$ cat src/rtl/instr_fetch_if.sv
// Fetch-unit bundle: instruction memory read port, decode handshake and branch redirect.
// master = fetch unit, slave = memory/decode environment.
interface instr_fetch_if;
    logic [15:0] mem_addr;
    logic        mem_rd;
    logic [15:0] mem_data;
    logic [15:0] inop;
    logic        inop_valid;
    logic        inop_ready;
    logic [15:0] inop_pc;
    logic        redirect;
    logic [15:0] redirect_pc;

    modport master (
        output mem_addr, mem_rd, inop, inop_valid, inop_pc,
        input  mem_data, inop_ready, redirect, redirect_pc
    );

    modport slave (
        input  mem_addr, mem_rd, inop, inop_valid, inop_pc,
        output mem_data, inop_ready, redirect, redirect_pc
    );
endinterface

$ cat src/rtl/instr_fetch.sv
// Instruction fetch FSM presenting one registered instruction at a time to decode.
// Optional FETCH_PREFETCH_EN adds a one-entry prefetch buffer (2-cycle sustained rate).
module instr_fetch #(
    parameter logic [15:0] RESET_PC = 16'h0000
) (
    input  logic          clk,
    input  logic          rst,
    instr_fetch_if.master bus
);

    typedef enum logic [1:0] {
        S_IDLE  = 2'd0,
        S_FETCH = 2'd1,
        S_WAIT  = 2'd2,
        S_VALID = 2'd3
    } state_t;

    state_t      state_q;
    logic [15:0] pc_q;
    logic [15:0] inop_q;
    logic [15:0] inop_pc_q;
    logic        inop_valid_q;
    logic        mem_rd_q;
    logic [15:0] pc_inc;

`ifdef FETCH_PREFETCH_EN
    logic [15:0] pbuf_q;
    logic [15:0] pbuf_pc_q;
    logic        pbuf_valid_q;
    logic        ret_q;        // prefetch word is on mem_data this cycle
`endif

    assign pc_inc         = pc_q + 16'd1;
    assign bus.mem_addr   = pc_q;
    assign bus.mem_rd     = mem_rd_q;
    assign bus.inop       = inop_q;
    assign bus.inop_pc    = inop_pc_q;
    assign bus.inop_valid = inop_valid_q;

    always_ff @(posedge clk or negedge rst) begin
        if (!rst) begin
            state_q      <= S_IDLE;
            pc_q         <= RESET_PC;
            inop_q       <= '0;
            inop_pc_q    <= RESET_PC;
            inop_valid_q <= 1'b0;
            mem_rd_q     <= 1'b0;
`ifdef FETCH_PREFETCH_EN
            pbuf_q       <= '0;
            pbuf_pc_q    <= '0;
            pbuf_valid_q <= 1'b0;
            ret_q        <= 1'b0;
`endif
        end else if (bus.redirect) begin
            // A transfer in this cycle has already been consumed by decode; only the new stream matters.
            state_q      <= S_FETCH;
            pc_q         <= bus.redirect_pc;
            inop_valid_q <= 1'b0;
            mem_rd_q     <= 1'b1;
`ifdef FETCH_PREFETCH_EN
            pbuf_valid_q <= 1'b0;
            ret_q        <= 1'b0;
`endif
        end else begin
            case (state_q)
                S_IDLE: begin
                    state_q  <= S_FETCH;
                    mem_rd_q <= 1'b1;
                end

                S_FETCH: begin
                    state_q  <= S_WAIT;
                    mem_rd_q <= 1'b0;
                end

                S_WAIT: begin
                    state_q      <= S_VALID;
                    inop_q       <= bus.mem_data;
                    inop_pc_q    <= pc_q;
                    pc_q         <= pc_inc;
                    inop_valid_q <= 1'b1;
`ifdef FETCH_PREFETCH_EN
                    mem_rd_q     <= 1'b1;
                    ret_q        <= 1'b0;
`endif
                end

                S_VALID: begin
`ifdef FETCH_PREFETCH_EN
                    ret_q    <= mem_rd_q;
                    mem_rd_q <= 1'b0;
                    if (bus.inop_ready) begin
                        if (pbuf_valid_q) begin
                            inop_q       <= pbuf_q;
                            inop_pc_q    <= pbuf_pc_q;
                            pbuf_valid_q <= 1'b0;
                            mem_rd_q     <= 1'b1;
                        end else if (ret_q) begin
                            // Returning prefetch word goes straight to decode, bypassing pbuf.
                            inop_q    <= bus.mem_data;
                            inop_pc_q <= pc_q;
                            pc_q      <= pc_inc;
                            mem_rd_q  <= 1'b1;
                        end else if (mem_rd_q) begin
                            inop_valid_q <= 1'b0;
                            state_q      <= S_WAIT;
                        end else begin
                            inop_valid_q <= 1'b0;
                            mem_rd_q     <= 1'b1;
                            state_q      <= S_FETCH;
                        end
                    end else begin
                        if (ret_q) begin
                            pbuf_q       <= bus.mem_data;
                            pbuf_pc_q    <= pc_q;
                            pc_q         <= pc_inc;
                            pbuf_valid_q <= 1'b1;
                        end else if (!pbuf_valid_q && !mem_rd_q) begin
                            mem_rd_q <= 1'b1;
                        end
                    end
`else
                    if (bus.inop_ready) begin
                        inop_valid_q <= 1'b0;
                        mem_rd_q     <= 1'b1;
                        state_q      <= S_FETCH;
                    end
`endif
                end

                default: begin
                    state_q      <= S_IDLE;
                    inop_valid_q <= 1'b0;
                    mem_rd_q     <= 1'b0;
                end
            endcase
        end
    end

endmodule

$ cat src/flat_wrapper.sv
// flat-port wrapper written by rule: the top's interface ports become plain ports
module instr_fetch_flat 
#(
    parameter logic [15:0] RESET_PC = 16'h0000
)
  (clk, rst, bus_mem_addr, bus_mem_rd, bus_inop, bus_inop_valid, bus_inop_pc, bus_mem_data, bus_inop_ready, bus_redirect, bus_redirect_pc);
  instr_fetch_if bus_i ();
  input  logic clk;
  input  logic rst;
  output wire logic [$bits(bus_i.mem_addr)-1:0] bus_mem_addr;
  output wire logic [$bits(bus_i.mem_rd)-1:0] bus_mem_rd;
  output wire logic [$bits(bus_i.inop)-1:0] bus_inop;
  output wire logic [$bits(bus_i.inop_valid)-1:0] bus_inop_valid;
  output wire logic [$bits(bus_i.inop_pc)-1:0] bus_inop_pc;
  input wire logic [$bits(bus_i.mem_data)-1:0] bus_mem_data;
  input wire logic [$bits(bus_i.inop_ready)-1:0] bus_inop_ready;
  input wire logic [$bits(bus_i.redirect)-1:0] bus_redirect;
  input wire logic [$bits(bus_i.redirect_pc)-1:0] bus_redirect_pc;
  assign bus_mem_addr = bus_i.mem_addr;
  assign bus_mem_rd = bus_i.mem_rd;
  assign bus_inop = bus_i.inop;
  assign bus_inop_valid = bus_i.inop_valid;
  assign bus_inop_pc = bus_i.inop_pc;
  assign bus_i.mem_data = bus_mem_data;
  assign bus_i.inop_ready = bus_inop_ready;
  assign bus_i.redirect = bus_redirect;
  assign bus_i.redirect_pc = bus_redirect_pc;
  instr_fetch #(.RESET_PC(RESET_PC)) u_core (.clk(clk), .rst(rst), .bus(bus_i));
endmodule
$ cat config.mk
export PLATFORM = sky130hd
export DESIGN_NAME = instr_fetch_flat
export DESIGN_NICKNAME = d
export VERILOG_FILES = /design/src/rtl/instr_fetch_if.sv /design/src/rtl/instr_fetch.sv /design/src/flat_wrapper.sv
export SDC_FILE = /design/constraint.sdc
export NUM_CORES = 1
export LEC_CHECK = 0
export CAP_MARGIN = 20
export CORE_MARGIN = 3
export CORE_UTILIZATION = 43
export CTS_CLUSTER_DIAMETER = 100
export DETAILED_ROUTE_END_ITERATION = 8
export PLACE_DENSITY = 0.75
export SLEW_MARGIN = 10
export SYNTH_ARGS = -nofsm -noshare
export SYNTH_HDL_FRONTEND = slang
export SYNTH_SLANG_ARGS = --single-unit
$ cat constraint.sdc
create_clock -name clk -period 1.95 [get_ports clk]
set_clock_uncertainty 0.1 [all_clocks]
set_input_delay 0.39 -clock clk [delete_from_list [all_inputs] [get_ports clk]]
set_output_delay 0.39 -clock clk [all_outputs]
set_load 0.05 [all_outputs]
==> out/summary.txt <==
synth warn: 0
# nets final: 393
vias in the first global route: 1955
Setup CP Type: reg -> reg
CTS HTree Levels: 2
number of cell rows: 26
MaxCap Viol Count: 0
multi-input logic area: 1000 sq um
Clock power frac: 0.127
combinational share of power: 0.535
critical path arrival: 1870 ps
CP required: 2040 ps
Hold Path Stages: 2
routed wire length: 5390 um
hold path start: u_core.bus.inop_pc[0]
most frequent cells in the layout: nand2_1 (117), buf_4 (59), dfrtp_1 (52)
Max Freq: 0.563 GHz
GRT overflow: 0
r2r endpoint: u_core.bus.mem_addr[11]
final instance area: 3400 sq um
syn_area_per_cell: 9.19 sq um
r2r setup slk: 170 ps
Sequential Power Share: 0.339
Routed Antenna Nets: 0
post-place setup slack: 144 ps
reg2reg start: u_core.state_q[0]
pin count of the biggest net entering global routing: 27
Cell Int Power: 2.58 mW
Initial Util: 0.456
Mapped Area: 2370 sq um
worst setup margin: 175 ps
DP HPWL: 4110 um
Slew headroom: 0.742
core footprint: 5200 sq um
clk slew on worst S/H paths: 90 ps
PwrDens: 1470 nW/um^2
Area Growth Syn to Fin: 43.2%
routability cong.: 0.778
setup tns final: 0 ps
TritonCTS buffer count: 5
Post-Synthesis Cells: 258
Die Area: 6440 sq um
register area: 1300 sq um
Final Hold Fails: 0
Final Setup Violations: 0
TritonCTS sink count: 52
Antenna Cells: 0
status: finished clean
Pre-antenna DRT Iters: 4
commonest non-fill, non-tap cell in the layout: nand2_1
layout cells sized above 1: 0.241
Max Slew Vio Count: 0
FILL cells: 444
Worst Hold End: u_core.bus.inop_pc[0]
Worst VDD drop: 682 uV
Leakage Power: 1.66 nW
Worst-Skew Late Latency: 300 ps
Hold WC Path Type: reg -> reg
Tmin final: 1780 ps
clk buf depth: 2
worst-path maximum fanout: 7
global-route wire length before repair: 8930 um
register area share after synthesis: 0.549
RSZ-0062 raised after global routing: false
Tot GR Track Use: 0.177
Sw Ratio: 0.485
DR vias/cell: 4.66
clock root buffer: clkbuf_8
Reg2Reg Depth: 6
Avg WL per Cell: 12.8 um
#FFs+latches synth: 52
DIE WIDTH: 80.3 um
Chip Height: 80.3 um
dpl cell area: 3290 sq um
Psw: 2.43 mW
fin crit share: 0.910
Detailed Route Iter0 Violations: 87
synth unique cells: 25
startpoint types: register
DRC: 0
Synthesized Nets: 300
Pwr Total: 5.01 mW
Worst-Margin Slew: 386 ps
Worst setup EP type: register
top-level I/O count: 86
initial antenna violation count: 0
routed via count: 1968
CTS tree: done
PortBufs: 85
==> cell type report <==
class	instances	area share
Clock buffer	6	0.0243
Multi-Input combinational cell	189	0.295
Inverter	3	0.00331
Timing Repair Buffer	100	0.264
Tap cell	70	0.0258
Clock inverter	2	0.00442
Sequential cell	52	0.383
==> cell usage after synthesis, drive strengths merged <==
master / n / area [sq um]
nand2: 117 / 439
a21oi: 1 / 5.00
nand3: 2 / 10.0
buf: 7 / 37.5
nor2: 9 / 33.8
o22ai: 1 / 6.26
o21ai: 13 / 65.1
nor4: 4 / 50.1
inv: 3 / 11.3
a211o: 1 / 8.76
ha: 6 / 75.1
xnor2: 9 / 78.8
nand2b: 2 / 12.5
nand4: 7 / 71.3
mux2i: 2 / 20.0
mux2: 3 / 33.8
nor3: 3 / 15.0
dfrtp: 52 / 1300
clkbuf: 7 / 26.3
xor2: 6 / 52.6
nor2b: 3 / 18.8
==> sequential cells by signal, summed over array words and instances, names as in the netlist <==
signal	cells
u_core.bus.inop	16
u_core.bus.mem_addr	16
u_core.bus.inop_valid	1
u_core.bus.mem_rd	1
u_core.state_q	2
u_core.bus.inop_pc	16
==> worst max path at each step <==
stage / start / to
after floorplan: u_core.bus.mem_addr[3] / u_core.bus.mem_addr[13]
after global placement: u_core.state_q[0] / u_core.bus.mem_addr[11]
after detailed placement: u_core.state_q[0] / u_core.bus.mem_addr[15]
after CTS: u_core.state_q[0] / u_core.bus.mem_addr[15]
after global routing: u_core.state_q[0] / u_core.bus.mem_addr[13]
final: u_core.state_q[0] / u_core.bus.mem_addr[11]
==> repair_timing <==
| action | CTS | global route |
|---|---|---|
| resized for setup | 0 | 1 |
| hold buffers | 1 | 0 |
| setup endpoints to repair | 0 | 3 |
| buffers inserted | 0 | 0 |
| hold endpoints to repair | 14 | 0 |
==> power by group through the flow <==
stage	clock (mW)	sequential [mW]	combinational (mW)
3_5_place_dp	0	1.72	2.70
5_1_grt	0.701	1.75	2.87
6_report	0.634	1.70	2.68
2_1_floorplan	0	2.96	0.536
3_3_place_gp	0	1.71	2.67
4_1_cts	0.653	1.70	2.71
==> per-stage QoR <==
step,util,hold WS (ps),std cells
detailed placement,0.631,235,413
floorplan,-,-5.59,258
finish,0.653,380,422
CTS,0.652,387,422
global placement,0.631,235,413
global route,0.653,410,422
==> metal layers <==
layer  global-route usage  share of wire
met1                0.234           0.46
met2                0.287           0.45
met3               0.0516          0.074
met4               0.0422          0.013
met5                    0              0
==> worst max-delay path, cell delays in order (launching register included) <==
cell	delay (ps)
dfrtp_1	390
inv_1	90
ha_2	240
nand4_4	180
nor4_2	310
xor2_1	100
mux2_2	260
==> cells by family (layout without fill, tap and decap cells) <==
| kind of cell | Yosys count | count (layout) | synth area share |
|---|---|---|---|
| and+or+nand+nor | 147 | 147 | 0.274 |
| DFF | 52 | 52 | 0.549 |
| buffers and inverters | 17 | 111 | 0.0316 |
| AOI/OAI and AO/OA | 16 | 16 | 0.0359 |
| xor gates and xnor gates | 15 | 15 | 0.0554 |
| adders and majority gates | 6 | 6 | 0.0316 |
| muxes | 5 | 5 | 0.0227 |
No activity file was read; power rests on OpenSTA's default activity.
